[src/rtl/note_tone_gen.sv]
// Priority-selects one of seven note enables and divides clk to that note's pitch.
// A release timer keeps the tone running after the keys drop; spk, active and note_idx are registered.
module note_tone_gen #(
  parameter int CLK_HZ         = 50000000,
  parameter int RELEASE_CYCLES = 5000000
) (
  input  logic       clk,
  input  logic       reset,
  input  logic       inc,
  input  logic       ind,
  input  logic       ine,
  input  logic       inf,
  input  logic       ing,
  input  logic       ina,
  input  logic       inb,
  input  logic       mute,
  output logic       spk,
  output logic       active,
  output logic [2:0] note_idx
);

  localparam int HALF_C = CLK_HZ / (2 * 262);
  localparam int HALF_D = CLK_HZ / (2 * 294);
  localparam int HALF_E = CLK_HZ / (2 * 330);
  localparam int HALF_F = CLK_HZ / (2 * 349);
  localparam int HALF_G = CLK_HZ / (2 * 392);
  localparam int HALF_A = CLK_HZ / (2 * 440);
  localparam int HALF_B = CLK_HZ / (2 * 494);

  // C is the lowest pitch, so it has the largest half-period; B has the smallest.
  localparam int CW = (HALF_C > 1) ? $clog2(HALF_C) : 1;
  localparam int RW = (RELEASE_CYCLES > 1) ? $clog2(RELEASE_CYCLES) : 1;
  localparam bit HAS_RELEASE = (RELEASE_CYCLES > 0);
  localparam logic [RW-1:0] REL_LOAD = HAS_RELEASE ? RW'(RELEASE_CYCLES - 1) : '0;

  if (HALF_B < 1) begin : g_half_check
    $error("note_tone_gen: CLK_HZ too low, a half-period is below 1");
  end

  typedef enum logic [1:0] {
    ST_IDLE    = 2'd0,
    ST_PLAY    = 2'd1,
    ST_RELEASE = 2'd2
  } state_t;

  state_t          r_state;
  state_t          w_state_nx;
  logic [CW-1:0]   r_cnt;
  logic [CW-1:0]   w_cnt_nx;
  logic [CW-1:0]   w_cnt_run;
  logic            r_tone;
  logic            w_tone_nx;
  logic            w_tone_run;
  logic [RW-1:0]   r_rel;
  logic [RW-1:0]   w_rel_nx;
  logic [2:0]      r_note;
  logic [2:0]      w_note_nx;
  logic [2:0]      w_sel;
  logic            w_any;
  logic [6:0]      w_keys;
  logic            r_spk;
  logic            r_active;

  function automatic logic [CW-1:0] half_m1(input logic [2:0] idx);
    case (idx)
      3'd0:    half_m1 = CW'(HALF_C - 1);
      3'd1:    half_m1 = CW'(HALF_D - 1);
      3'd2:    half_m1 = CW'(HALF_E - 1);
      3'd3:    half_m1 = CW'(HALF_F - 1);
      3'd4:    half_m1 = CW'(HALF_G - 1);
      3'd5:    half_m1 = CW'(HALF_A - 1);
      3'd6:    half_m1 = CW'(HALF_B - 1);
      default: half_m1 = CW'(HALF_C - 1);
    endcase
  endfunction

  assign w_keys = {inb, ina, ing, inf, ine, ind, inc};
  assign w_any  = |w_keys;

  // Lowest set index wins, so C has the highest priority.
  always_comb begin
    w_sel = 3'd0;
    if      (w_keys[0]) w_sel = 3'd0;
    else if (w_keys[1]) w_sel = 3'd1;
    else if (w_keys[2]) w_sel = 3'd2;
    else if (w_keys[3]) w_sel = 3'd3;
    else if (w_keys[4]) w_sel = 3'd4;
    else if (w_keys[5]) w_sel = 3'd5;
    else if (w_keys[6]) w_sel = 3'd6;
    else                w_sel = 3'd0;
  end

  // One divider step on the held note, shared by PLAY and RELEASE.
  always_comb begin
    w_cnt_run  = r_cnt;
    w_tone_run = r_tone;
    if (r_cnt == half_m1(r_note)) begin
      w_cnt_run  = '0;
      w_tone_run = ~r_tone;
    end else begin
      w_cnt_run  = r_cnt + CW'(1);
      w_tone_run = r_tone;
    end
  end

  // Next-state logic; any key press restarts the phase on the selected note.
  always_comb begin
    w_state_nx = r_state;
    w_cnt_nx   = r_cnt;
    w_tone_nx  = r_tone;
    w_rel_nx   = r_rel;
    w_note_nx  = r_note;
    case (r_state)
      ST_IDLE: begin
        w_tone_nx = 1'b0;
        if (w_any) begin
          w_note_nx  = w_sel;
          w_cnt_nx   = '0;
          w_state_nx = ST_PLAY;
        end else begin
          w_state_nx = ST_IDLE;
        end
      end
      ST_PLAY: begin
        if (w_any) begin
          if (w_sel == r_note) begin
            w_cnt_nx  = w_cnt_run;
            w_tone_nx = w_tone_run;
          end else begin
            w_note_nx = w_sel;
            w_cnt_nx  = '0;
            w_tone_nx = 1'b0;
          end
        end else if (!HAS_RELEASE) begin
          w_state_nx = ST_IDLE;
          w_cnt_nx   = '0;
          w_tone_nx  = 1'b0;
        end else begin
          w_state_nx = ST_RELEASE;
          w_rel_nx   = REL_LOAD;
          w_cnt_nx   = w_cnt_run;
          w_tone_nx  = w_tone_run;
        end
      end
      ST_RELEASE: begin
        if (w_any) begin
          w_state_nx = ST_PLAY;
          w_note_nx  = w_sel;
          w_cnt_nx   = '0;
          w_tone_nx  = 1'b0;
        end else if (r_rel == '0) begin
          w_state_nx = ST_IDLE;
          w_cnt_nx   = '0;
          w_tone_nx  = 1'b0;
        end else begin
          w_rel_nx   = r_rel - RW'(1);
          w_cnt_nx   = w_cnt_run;
          w_tone_nx  = w_tone_run;
        end
      end
      default: begin
        w_state_nx = ST_IDLE;
        w_cnt_nx   = '0;
        w_tone_nx  = 1'b0;
      end
    endcase
  end

  // State and output registers; mute only gates the registered speaker drive.
  always_ff @(posedge clk or posedge reset) begin
    if (reset) begin
      r_state  <= ST_IDLE;
      r_cnt    <= '0;
      r_tone   <= 1'b0;
      r_rel    <= '0;
      r_note   <= 3'd0;
      r_spk    <= 1'b0;
      r_active <= 1'b0;
    end else begin
      r_state  <= w_state_nx;
      r_cnt    <= w_cnt_nx;
      r_tone   <= w_tone_nx;
      r_rel    <= w_rel_nx;
      r_note   <= w_note_nx;
      r_spk    <= r_tone & ~mute;
      r_active <= (w_state_nx != ST_IDLE);
    end
  end

  assign spk      = r_spk;
  assign active   = r_active;
  assign note_idx = r_note;

endmodule

[config.mk]
export PLATFORM = sky130hd
export DESIGN_NAME = note_tone_gen
export DESIGN_NICKNAME = d
export VERILOG_FILES = /design/src/rtl/note_tone_gen.sv
export SDC_FILE = /design/constraint.sdc
export NUM_CORES = 1
export LEC_CHECK = 0
export ABC_AREA = 1
export BUFFER_PORTS_ARGS = -buffer_cell sky130_fd_sc_hd__buf_2
export CAP_MARGIN = 20
export CORE_MARGIN = 3
export CORE_UTILIZATION = 51
export CTS_CLUSTER_DIAMETER = 30
export DETAILED_ROUTE_END_ITERATION = 10
export HOLD_SLACK_MARGIN = 0.05
export PLACE_DENSITY = 0.74
export SYNTH_ARGS = -nofsm -noshare
export SYNTH_HDL_FRONTEND = slang
export SYNTH_SLANG_ARGS = --single-unit
[constraint.sdc]
create_clock -name clk -period 4.1 [get_ports clk]
set_input_delay 0.205 -clock clk [delete_from_list [all_inputs] [get_ports clk]]
set_output_delay 0.205 -clock clk [all_outputs]
set_load 0.02 [all_outputs]
==> flow_metrics.tcl <==
set metrics [dict create \
    outcome "completed" \
    synth_area_per_cell_um2 6.51 \
    cts_root_buf "clkbuf_8" \
    ir_drop_mv 0.187 \
    cp-start-kind "register" \
    hold_start "inc" \
    drive_gt1_share_pct 8.44 \
    final_util_pct 56.8 \
    startpoint "r_state[0]" \
    grt_pass1_vias 3179 \
    ys_ff_latch 48 \
    routedWlPerCell_um 12.8 \
    io_buffers 14 \
    worstPathArrival_ns 2.44 \
    post_synth_num_cell_types 35 \
    grt_pass1_wl_um 14900 \
    syn_nets 571 \
    cts-buffers-inserted 5 \
    ys_warn_count 0 \
    fin_crit_ns 2.22 \
    synth-edff-count 0 \
    ant_nets 0 \
    path_max_fanout 32 \
    drc_errors 0 \
    nFillCells 693 \
    min_path_type "primary input to register" \
    std_cell_rows 30 \
    grt_max_degree 49 \
    crit_path_end_kind "register" \
    clock.fmax_mhz 451 \
    setup_violations 0 \
    first_pass_iters 5 \
    fin_crit_sh_pct 54.1 \
    die_y_um 90.1 \
    grt_overflow_total 0 \
    netlist_area_um2 3610 \
    layout_common_cells "nand2_1, nor2_1, nand3_1" \
    leakage_nw 1.85 \
    final.setup.tns_ns 0 \
    finalHoldViolations 0 \
    grt_use_total_pct 21.9 \
    p_per_area_nw_per_um2 394 \
    required_ns 4.32 \
    worst_clock_skew_ns 0.0103 \
    rr_startpoint "r_state[0]" \
    die_area_um2 8130 \
    worstSetupPathType "register to register" \
    worst_pin_slew_ns 0.540 \
    cp_slowest_cell "dfrtp_1" \
    totalWireLength_um 8540 \
    slew_viol_final 0 \
    synth-main-ff-cell "dfrtp_1" \
    stdcell_area_um2 3880 \
    insertion_delay_ns 0.31 \
    cts.sink_count 48 \
    start_util_pct 52.9 \
    cp_common_cell "inv_1" \
    place_hpwl_um 6260 \
    vias 3581 \
    crit_buf_inv 3 \
    syn_inst 555 \
    cts-htree-levels 2 \
    grt_antenna_before_repair 0 \
    layout_commonest_cell "nand2_1" \
    num_antenna_cells 0 \
    area_delta_synth_final_pct 7.45 \
    cts_tree "done" \
    cp_slowest_stage_delay_ns 0.44 \
    clkTransAtPathRegs_ns 0.10 \
    io_pins 15 \
    cts_resized 0 \
    final_nets 584 \
    coreArea_um2 6830 \
    place_congestion 0.994 \
    drv_cap 0 \
    die_w_um 90.1 \
    ys_seq_area_share_pct 33.3 \
    dpl_cell_area_um2 3720 \
    drtIter0Drc 284 \
    vias_per_cell 5.38 \
    async_flop_share_pct 100 \
    cpLargestDelayFamily "simple AND/OR/NAND/NOR gates" \
    rsz0062_at_grt "no" \
    cts_buffer_depth 2 \
    path_cells "inv_1 > ha_1 > inv_1 > nand3_1 > nand2_4 > inv_1 > a22oi_1" \
    relSlewSlack_pct 63.9 \
]
-- worst reg2reg max path, delay by kind of cell, from the launching register on --
family / cells / cell delay (ns)
compound gates: 1 / 0.18
fa+ha+maj: 1 / 0.31
buf+inv: 3 / 0.59
flops: 1 / 0.44
simple gates: 2 / 0.61
-- sequential cells by signal, indices dropped and copies added (netlist names) --
name	count
active	1
note_idx	3
r_cnt	17
r_rel	23
r_state	2
r_tone	1
spk	1
-- synthesized netlist by cell type, drive strengths merged, types with 2 or more instances --
cell type	instances	area share, %
a21oi	9	1.2
buf	9	2.1
clkbuf	2	0.21
dfrtp	48	33
ha	6	2.1
inv	64	6.7
nand2	172	19
nand3	73	11
nand3b	3	0.62
nand4	14	2.4
nor2	87	9.5
nor3	14	2.3
nor3b	3	0.62
o21ai	32	4.4
o21bai	2	0.42
xor2	10	2.4
-- path summary, 6_finish.rpt --
check	endpoint	slack, ns	cells after the start
worst max-delay path	r_rel[1]	1.88	7
worst min-delay path	note_idx[0]	0.23	4
worst max register to register	r_rel[1]	1.88	7
worst min register to register	r_cnt[16]	0.51	2
max in group asynchronous	r_cnt[5]	3.12	4
min in group asynchronous	r_state[1]	0.47	3
-- cell families (layout without fill, tap and decap cells) --
group / Yosys count / after routing / share of synthesized area, %
buf+inv: 76 / 90 / 9.11
compound gates: 47 / 47 / 6.90
xor+xnor: 11 / 11 / 2.67
fa+ha+maj: 6 / 6 / 2.08
flops: 48 / 48 / 33.3
simple gates: 367 / 367 / 46.0
-- per-layer routing --
layer,wire (um),GRT usage [%],vias to the layer above
li1,-,-,1804
met1,4140,32.0,1640
met2,3690,33.8,122
met3,586,3.10,15
met4,131,6.25,0
met5,0,0,-
-- area by class of cell --
cell class	instances	area, um^2	area share (%)
multi-input combinational	431	2080	53.6
sequential	48	1200	31.0
inverter	65	246	6.35
tap	96	120	3.10
timing repair buffer	17	110	2.84
clock buffer	6	82.6	2.13
clock inverter	2	38.8	1.00
-- power breakdown --
group          switching [W]  internal [W]  total (W)
combinational       0.000350      0.000169   0.000519
sequential         0.0000927      0.000546   0.000639
clock               0.000170      0.000200   0.000370
total               0.000613      0.000915    0.00153
-- through the flow --
| stage | total power (W) | instances | hold slack [ns] | worst slack, ns |
|---|---|---|---|---|
| global placement | 0.00115 | 654 | 0.356 | 1.93 |
| finish | 0.00153 | 665 | 0.230 | 1.88 |
| floorplan | 0.00105 | 555 | 0.270 | 2.33 |
| CTS | 0.00153 | 663 | 0.190 | 1.83 |
| detailed placement | 0.00116 | 654 | 0.359 | 1.88 |
| global route | 0.00165 | 665 | 0.249 | 1.68 |
-- timing repair --
item,4_1_cts,5_1_grt
hold endpoints to repair,1,21
hold buffers,1,1
setup buffers,0,0
No activity file was read; power rests on OpenSTA's default activity.
